[config.mk]
export PLATFORM = sky130hd
export DESIGN_NAME = seven_seg_capture
export DESIGN_NICKNAME = d
export VERILOG_FILES = /design/src/rtl/seven_seg_capture.sv
export SDC_FILE = /design/constraint.sdc
export NUM_CORES = 1
export LEC_CHECK = 0
export BUFFER_PORTS_ARGS = -buffer_cell sky130_fd_sc_hd__buf_2
export CORE_ASPECT_RATIO = 0.7
export CORE_MARGIN = 4
export CORE_UTILIZATION = 32
export DETAILED_ROUTE_END_ITERATION = 10
export GPL_ROUTABILITY_DRIVEN = 0
export GPL_TIMING_DRIVEN = 0
export SYNTH_ARGS = -nofsm -noshare
export SYNTH_HDL_FRONTEND = slang
export SYNTH_SLANG_ARGS = --single-unit
[constraint.sdc]
create_clock -name Clock -period 2.6 [get_ports Clock]
set_input_delay 0.13 -clock Clock [delete_from_list [all_inputs] [get_ports Clock]]
set_output_delay 0.13 -clock Clock [all_outputs]
set_load 0.1 [all_outputs]
[src/rtl/seven_seg_capture.sv]
// Recovers four BCD digits from a multiplexed, active-low seven-segment display bus.
// Each digit is accepted after a stable dwell; four captured digits form a frame.
module seven_seg_capture #(
    parameter int unsigned SettleCycles = 4,
    parameter int unsigned StaleLimit   = 1048576
) (
    input  logic       Clock,
    input  logic       Reset,
    input  logic [7:0] Display,
    input  logic [3:0] Transistors,
    output logic [3:0] Digit3,
    output logic [3:0] Digit2,
    output logic [3:0] Digit1,
    output logic [3:0] Digit0,
    output logic       FrameValid,
    output logic [3:0] SeenMask,
    output logic       Error,
    output logic       Stale
);

    localparam int unsigned HoldW  = 8;
    localparam int unsigned StaleW = 25;
    localparam logic [HoldW-1:0]  HoldMax   = HoldW'(SettleCycles);
    localparam logic [HoldW-1:0]  HoldPreAc = HoldW'(SettleCycles - 2);
    localparam logic [StaleW-1:0] StaleMax  = StaleW'(StaleLimit);

    logic [7:0]        r_disp_m, r_disp_s, r_disp_p;
    logic [3:0]        r_tr_m, r_tr_s, r_tr_p;
    logic [1:0]        r_run;
    logic [HoldW-1:0]  r_hold;
    logic [StaleW-1:0] r_stale_cnt;
    logic [3:0][3:0]   r_digits;
    logic [3:0]        r_seen;
    logic              r_frame_valid;
    logic              r_error;
    logic              r_stale;

    logic [3:0]        w_sel;
    logic [1:0]        w_idx;
    logic              w_active;
    logic              w_same;
    logic [HoldW-1:0]  w_hold_nxt;
    logic              w_accept;
    logic [3:0]        w_dec;
    logic              w_legal;
    logic [3:0]        w_acc_mask;
    logic [StaleW-1:0] w_stale_nxt;

    // A sample is active only when exactly one anode is driven low.
    always_comb begin
        w_sel    = ~r_tr_s;
        w_idx    = 2'd0;
        w_active = 1'b0;
        case (w_sel)
            4'b0001: begin w_idx = 2'd0; w_active = 1'b1; end
            4'b0010: begin w_idx = 2'd1; w_active = 1'b1; end
            4'b0100: begin w_idx = 2'd2; w_active = 1'b1; end
            4'b1000: begin w_idx = 2'd3; w_active = 1'b1; end
            default: begin w_idx = 2'd0; w_active = 1'b0; end
        endcase
    end

    // Segment glyph decode; dp is ignored.
    always_comb begin
        w_dec   = 4'd0;
        w_legal = 1'b1;
        case (r_disp_s[6:0])
            7'h40:   w_dec = 4'd0;
            7'h79:   w_dec = 4'd1;
            7'h24:   w_dec = 4'd2;
            7'h30:   w_dec = 4'd3;
            7'h19:   w_dec = 4'd4;
            7'h12:   w_dec = 4'd5;
            7'h02:   w_dec = 4'd6;
            7'h78:   w_dec = 4'd7;
            7'h00:   w_dec = 4'd8;
            7'h10:   w_dec = 4'd9;
            default: w_legal = 1'b0;
        endcase
    end

    // Dwell tracking: one accept on the edge the hold count reaches SettleCycles-1.
    always_comb begin
        w_same     = w_active && ({r_tr_s, r_disp_s} == {r_tr_p, r_disp_p});
        w_hold_nxt = r_hold;
        if (!w_same) begin
            w_hold_nxt = '0;
        end else if (r_hold != HoldMax) begin
            w_hold_nxt = r_hold + 1'b1;
        end
        w_accept    = w_same && r_run[1] && (r_hold == HoldPreAc);
        w_acc_mask  = (w_accept && w_legal) ? w_sel : 4'd0;
        w_stale_nxt = (r_stale_cnt == StaleMax) ? r_stale_cnt : r_stale_cnt + 1'b1;
    end

    always_ff @(posedge Clock or negedge Reset) begin
        if (!Reset) begin
            r_disp_m      <= '1;
            r_disp_s      <= '1;
            r_disp_p      <= '1;
            r_tr_m        <= '1;
            r_tr_s        <= '1;
            r_tr_p        <= '1;
            r_run         <= '0;
            r_hold        <= '0;
            r_stale_cnt   <= '0;
            r_digits      <= '0;
            r_seen        <= '0;
            r_frame_valid <= 1'b0;
            r_error       <= 1'b0;
            r_stale       <= 1'b0;
        end else begin
            r_disp_m <= Display;
            r_disp_s <= r_disp_m;
            r_disp_p <= r_disp_s;
            r_tr_m   <= Transistors;
            r_tr_s   <= r_tr_m;
            r_tr_p   <= r_tr_s;
            r_run    <= {r_run[0], 1'b1};
            r_hold   <= w_hold_nxt;
            r_error  <= w_accept && !w_legal;
            if (w_accept && w_legal) begin
                r_digits[w_idx] <= w_dec;
            end
            // A full mask closes the frame; a same-cycle accept seeds the next one.
            if (r_seen == 4'hF) begin
                r_seen        <= w_acc_mask;
                r_frame_valid <= 1'b1;
                r_stale_cnt   <= '0;
                r_stale       <= 1'b0;
            end else begin
                r_seen        <= r_seen | w_acc_mask;
                r_frame_valid <= 1'b0;
                r_stale_cnt   <= w_stale_nxt;
                r_stale       <= (w_stale_nxt == StaleMax);
            end
        end
    end

    assign Digit3     = r_digits[3];
    assign Digit2     = r_digits[2];
    assign Digit1     = r_digits[1];
    assign Digit0     = r_digits[0];
    assign SeenMask   = r_seen;
    assign FrameValid = r_frame_valid;
    assign Error      = r_error;
    assign Stale      = r_stale;

endmodule

Word level (Yosys, flattened, before mapping)

Index checks and enable logic that the tools add are counted.

Input port bits: 14
Logic and storage cells: 68
Register bits: 94

Add/sub/neg operators: 2
Bitwise logic cells: 2
Muxes and demuxes: 15
Order comparisons: 2
Reductions and logical operators: 10
Equality and inequality tests: 20

Operators by type and width:

| kind                  | number |
|---|---|
| $eq 25x21->1 const B  | 2 |
| $mux 25               | 2 |
| $pmux 4 s9            | 1 |
| $add 25x1->25 const B | 1 |
| $eq 7x5->1 const B    | 3 |
| $eq 7x7->1 const B    | 3 |
| $bwmux 16             | 1 |
| $mux 8                | 2 |
| $eq 7x6->1 const B    | 2 |
| $eq 12x12->1          | 1 |
| $mux 4                | 3 |
| $reduce_or 10->1      | 1 |
| $add 8x1->8 const B   | 1 |
| $demux 4 s2           | 1 |
| $eq 4x4->1 const B    | 2 |
| $eq 8x2->1 const B    | 1 |
| $ne 8x3->1 const B    | 1 |
| $eq 7x2->1 const B    | 1 |
| $logic_not 7->1       | 1 |
| $logic_and 1x1->1     | 6 |
| $pmux 2 s3            | 1 |
| $eq 4x1->1 const B    | 1 |
| $eq 4x2->1 const B    | 1 |
| $eq 4x3->1 const B    | 1 |
| 8 further kinds       | 11 |

Longest topological paths before layout

Depth after elaboration: 11
Mapped depth: 7

Worst setup path before layout

Ideal clock, no wire load.

Path kind: reg2reg
Start point: register r_disp_s[4]
End point: register r_digits, in the netlist Digit0[3]
Library setup time: 0.126 ns
Setup slack: 0.089 ns
Path buffers: 1
Required time: 2.474 ns
Arrival time: 2.385 ns
Cell stages (with the launch flop): 7
Clock period less this slack: 2.511 ns
Path through: dfstp_2 -> clkbuf_1 -> xnor2_1 -> nand4_1 -> or4b_4 -> a2111oi_4 -> mux2_4

Cells in the longest elaborated chain, start to end: 5

Ends and longest elaborated chain:

| what                                                     | RTL line | text |
|---|---|---|
| start, declared                                          | 27       | `logic [7:0] r_disp_m, r_disp_s, r_disp_p;` |
| start signal, assigned                                   | 114      | `r_disp_s <= r_disp_m;` |
| branches (longest 5 deep; another with $reduce_or 10->1) | n/a      |  |
| end signal, assigned by index                            | 123      | `r_digits[w_idx] <= w_dec;` |
| end, declared                                            | 32       | `logic [3:0][3:0] r_digits;` |

Parallel ways; which one is timed is not known.
A chain may end at the register's enable or synchronous reset.

Final worst setup path

Start point: register r_disp_s[5]
End point: register r_digits, in the netlist Digit0[3]

Same word-level chain as after synthesis.

==> impl_results.md <==
- Status: finished clean
- Die height: between 100 and 150 µm
- Hold Fails Final Rpt: 0
- CTS tree: done
- Antenna diode count: 0
- Synth unique cells: between 50 and 60
- Max-Cap Viols: 0
- Clock-pin slew on the worst setup and hold paths: ~0.07 ns
- Worst Setup Start Kind: flip-flop
- Critical Path Most Common Cell: buf_4
- TritonRoute pass-1 iters: 4
- Dpl hpwl: roughly 6.7 mm
- IO Port Bufs: 36
- Sink Count: 94
- Synthesized cell area: 4429 µm²
- Post-Syn Area per Cell: between 10 and 15 µm²
- Slowest-stage cell, CP: dfstp_2
- Share of synthesized registers carrying an async set or reset: 1.000
- Antenna Nets Post-Route: 0
- Wire per inst: approximately 14 µm
- Synth warn: 0
- CTS Buffer Depth: 2
- Yosys reg bits: 94
- Most frequent cells in the layout: dfrtp_1 (58), nor2_1 (42), buf_2 (37), dfstp_2 (36), xnor2_1 (28)
- TritonCTS Buffers: 9
- Layout area overhead: 23.16%
- Max-slew violation count: 0
- Final nets: ~480
- Critical path's largest stage delay: 0.54 ns
- DRC: 0
- Vias in the first global route: approximately 3.2k
- Clock skew: about 0.01 ns
- Leak Pwr: 2.341 nW
- EDFF count, synth: 0
- Clock period minus worst slack: ~2.5 ns
- Proportion of layout cells with a drive suffix above 1: 0.2638
- Cells along the critical path: buf_4, or3b_1, o41a_4, a2111oi_4, buf_4, mux2_4
- Std-Cell Rows: 35
- Initial antenna violation count: 0
- Tightest Hold Check Type: input pin to asynchronous set/reset pin
- Critical Path End Type: flip-flop
- Final setup margin: approximately 0.070 ns
- WS Path Type: flip-flop to flip-flop
- Pwr/cell area: ~550 nW/µm²
- CP top delay family: compound AO/OA/AOI/OAI gates
- Most common cell after layout, fill and taps aside: dfrtp_1
- Worst Path Required: approximately 2.8 ns
- Skew-Pair Late Insertion Delay: 0.34 ns
- Unrepaired setup endpoints after global routing: no
- Mapped Nets: 413
- Initial Util: 0.3316
- Period utilization: 0.9730
- Critical path buffer and inverter count: 2
- Total grt overflow: 0
- Pin count of the biggest net entering global routing: 64
- Vias post-DR: 3,155
- Setup WS pre-CTS: -0.3098 ns
- Worst slew pin tran: 0.6280 ns
- IO Pins: 37
- Via density: just under 5
- Die W: 148.6 µm
- WP data arrival: roughly 2.8 ns
- Drt total wl: around 9.5 mm
- Post-route cell area: roughly 5500 µm²
- Fmax: 0.3953 GHz
- Top cells by area, synth: dfrtp_1 (33%), dfstp_2 (21%), xnor2_1 (5.5%), mux2i_1 (3.6%), nor2_1 (3.6%)
- Synth Flop Type: dfrtp_1
- Clock Tree Root: clkbuf_16
- Slew HR: 0.5781
- VDD IR-drop max: ~0.39 mV
- Die Footprint: roughly 16,000 µm²
- Final setup vio count: 0
- H-tree depth: 3
- Area leader, netlist: dfrtp_1
- Top-area cell type share of the netlist area: 0.3277
- Number of DRC markers after the initial detailed-route iteration: 180
- Filler Cells Inserted: roughly 1.3k
- Seq/Total Area, Yosys: 0.5412
- Worst-path maximum fanout: 9
- Cell count after synthesis: ~390
- Global-route wire length before repair: between 15 and 20 mm
- Placeable Area: between 10,000 and 15,000 µm²
- Placement Cell Area: 4871 µm²
- Total GRT Usage: 0.1272
[cells by family after synthesis]
kind of cell | Yosys count | share of synthesized area
mux | 21 | 0.05226
other cells | 1 | 0.0008466
compound gates | 40 | 0.08560
simple gates | 149 | 0.1811
buf+inv | 38 | 0.03390
flops | 94 | 0.5412
fa+ha+maj | 5 | 0.01412
xor+xnor | 46 | 0.09096
[state kept, by name, indices dropped and copies added (netlist names), 2 cells and up]
register     count
Digit3           4
r_disp_p         8
r_hold           8
r_tr_m           4
Digit1           4
r_run            2
r_stale_cnt     25
Digit2           4
SeenMask         4
r_tr_p           4
Digit0           4
r_disp_m         8
r_disp_s         8
r_tr_s           4
[cells in the mapped netlist (6+ instances only)]
master,count
a21oi_1,6
and3_1,7
clkbuf_1,10
dfrtp_1,58
dfstp_2,36
inv_1,21
mux2i_1,16
nand2_1,19
nand3_1,11
nand4_1,14
nor2_1,42
nor3_1,16
nor4_1,8
xnor2_1,28
xor2_1,18
[worst reg2reg max path, cell delays in order (launching register included)]
cell	delay (ns)
dfstp_2	0.54
buf_4	0.15
or3b_1	0.42
o41a_4	0.45
a2111oi_4	0.33
buf_4	0.22
mux2_4	0.31
[final timing paths]
check	cells past startpoint	endpoint	startpoint	slack [ns]
setup / recovery	6	Digit0[3]	r_disp_s[5]	0.07
hold / removal	2	r_stale_cnt[14]	Reset	0.28
setup reg to reg	6	Digit0[3]	r_disp_s[5]	0.07
hold reg to reg	0	r_run[1]	r_run[0]	0.35
max in group asynchronous	3	r_tr_s[0]	Reset	1.65
min in group Clock	0	r_run[1]	r_run[0]	0.35
[layout make-up]
type	count	area, µm²	share of cell area
inverters	22	82.58	0.01514
well taps	185	231.5	0.04243
repair buffers	62	437.9	0.08028
multi-input cells	262	1939	0.3555
clock buffers	10	250.2	0.04587
plain buffers	14	58.81	0.01078
clock inverters	6	57.56	0.01055
flip-flops and latches	94	2397	0.4394
[through the flow]
stage / hold slack (ns) / TNS, ns / total power, mW / instances / util
floorplan: -0.1656 / 0 / 1.607 / 394 / -
global placement: 0.2358 / -1.868 / 1.656 / 615 / 0.3624
detailed placement: 0.1145 / -3.357 / 1.667 / 616 / 0.3647
CTS: 0.2819 / 0 / 3.042 / 654 / 0.4045
global route: 0.3210 / 0 / 3.123 / 655 / 0.4084
finish: 0.2754 / 0 / 2.984 / 655 / 0.4084
[per-layer routing]
layer / vias up / part of all wire / GRT usage
li1: 1524 / - / -
met2: 74 / 0.43 / 0.1851
met1: 1546 / 0.50 / 0.1830
met5: - / 0 / 0
met4: 0 / 0.014 / 0.04087
met3: 11 / 0.049 / 0.03451
[repair_timing]
item	in CTS	in global routing
pin swaps	4	1
gates cloned	0	0
endpoints found under the hold margin	28	0
hold buffers	13	0
endpoints found under the setup margin	21	10
setup buffers	10	2
gates resized for setup	4	8
[report_power, final]
group          switching (mW)  internal, mW
logic                  0.0654        0.0528
registers              0.0240          1.52
clock network           0.595         0.732
total                   0.684          2.30
No activity file was read; power rests on OpenSTA's default activity.
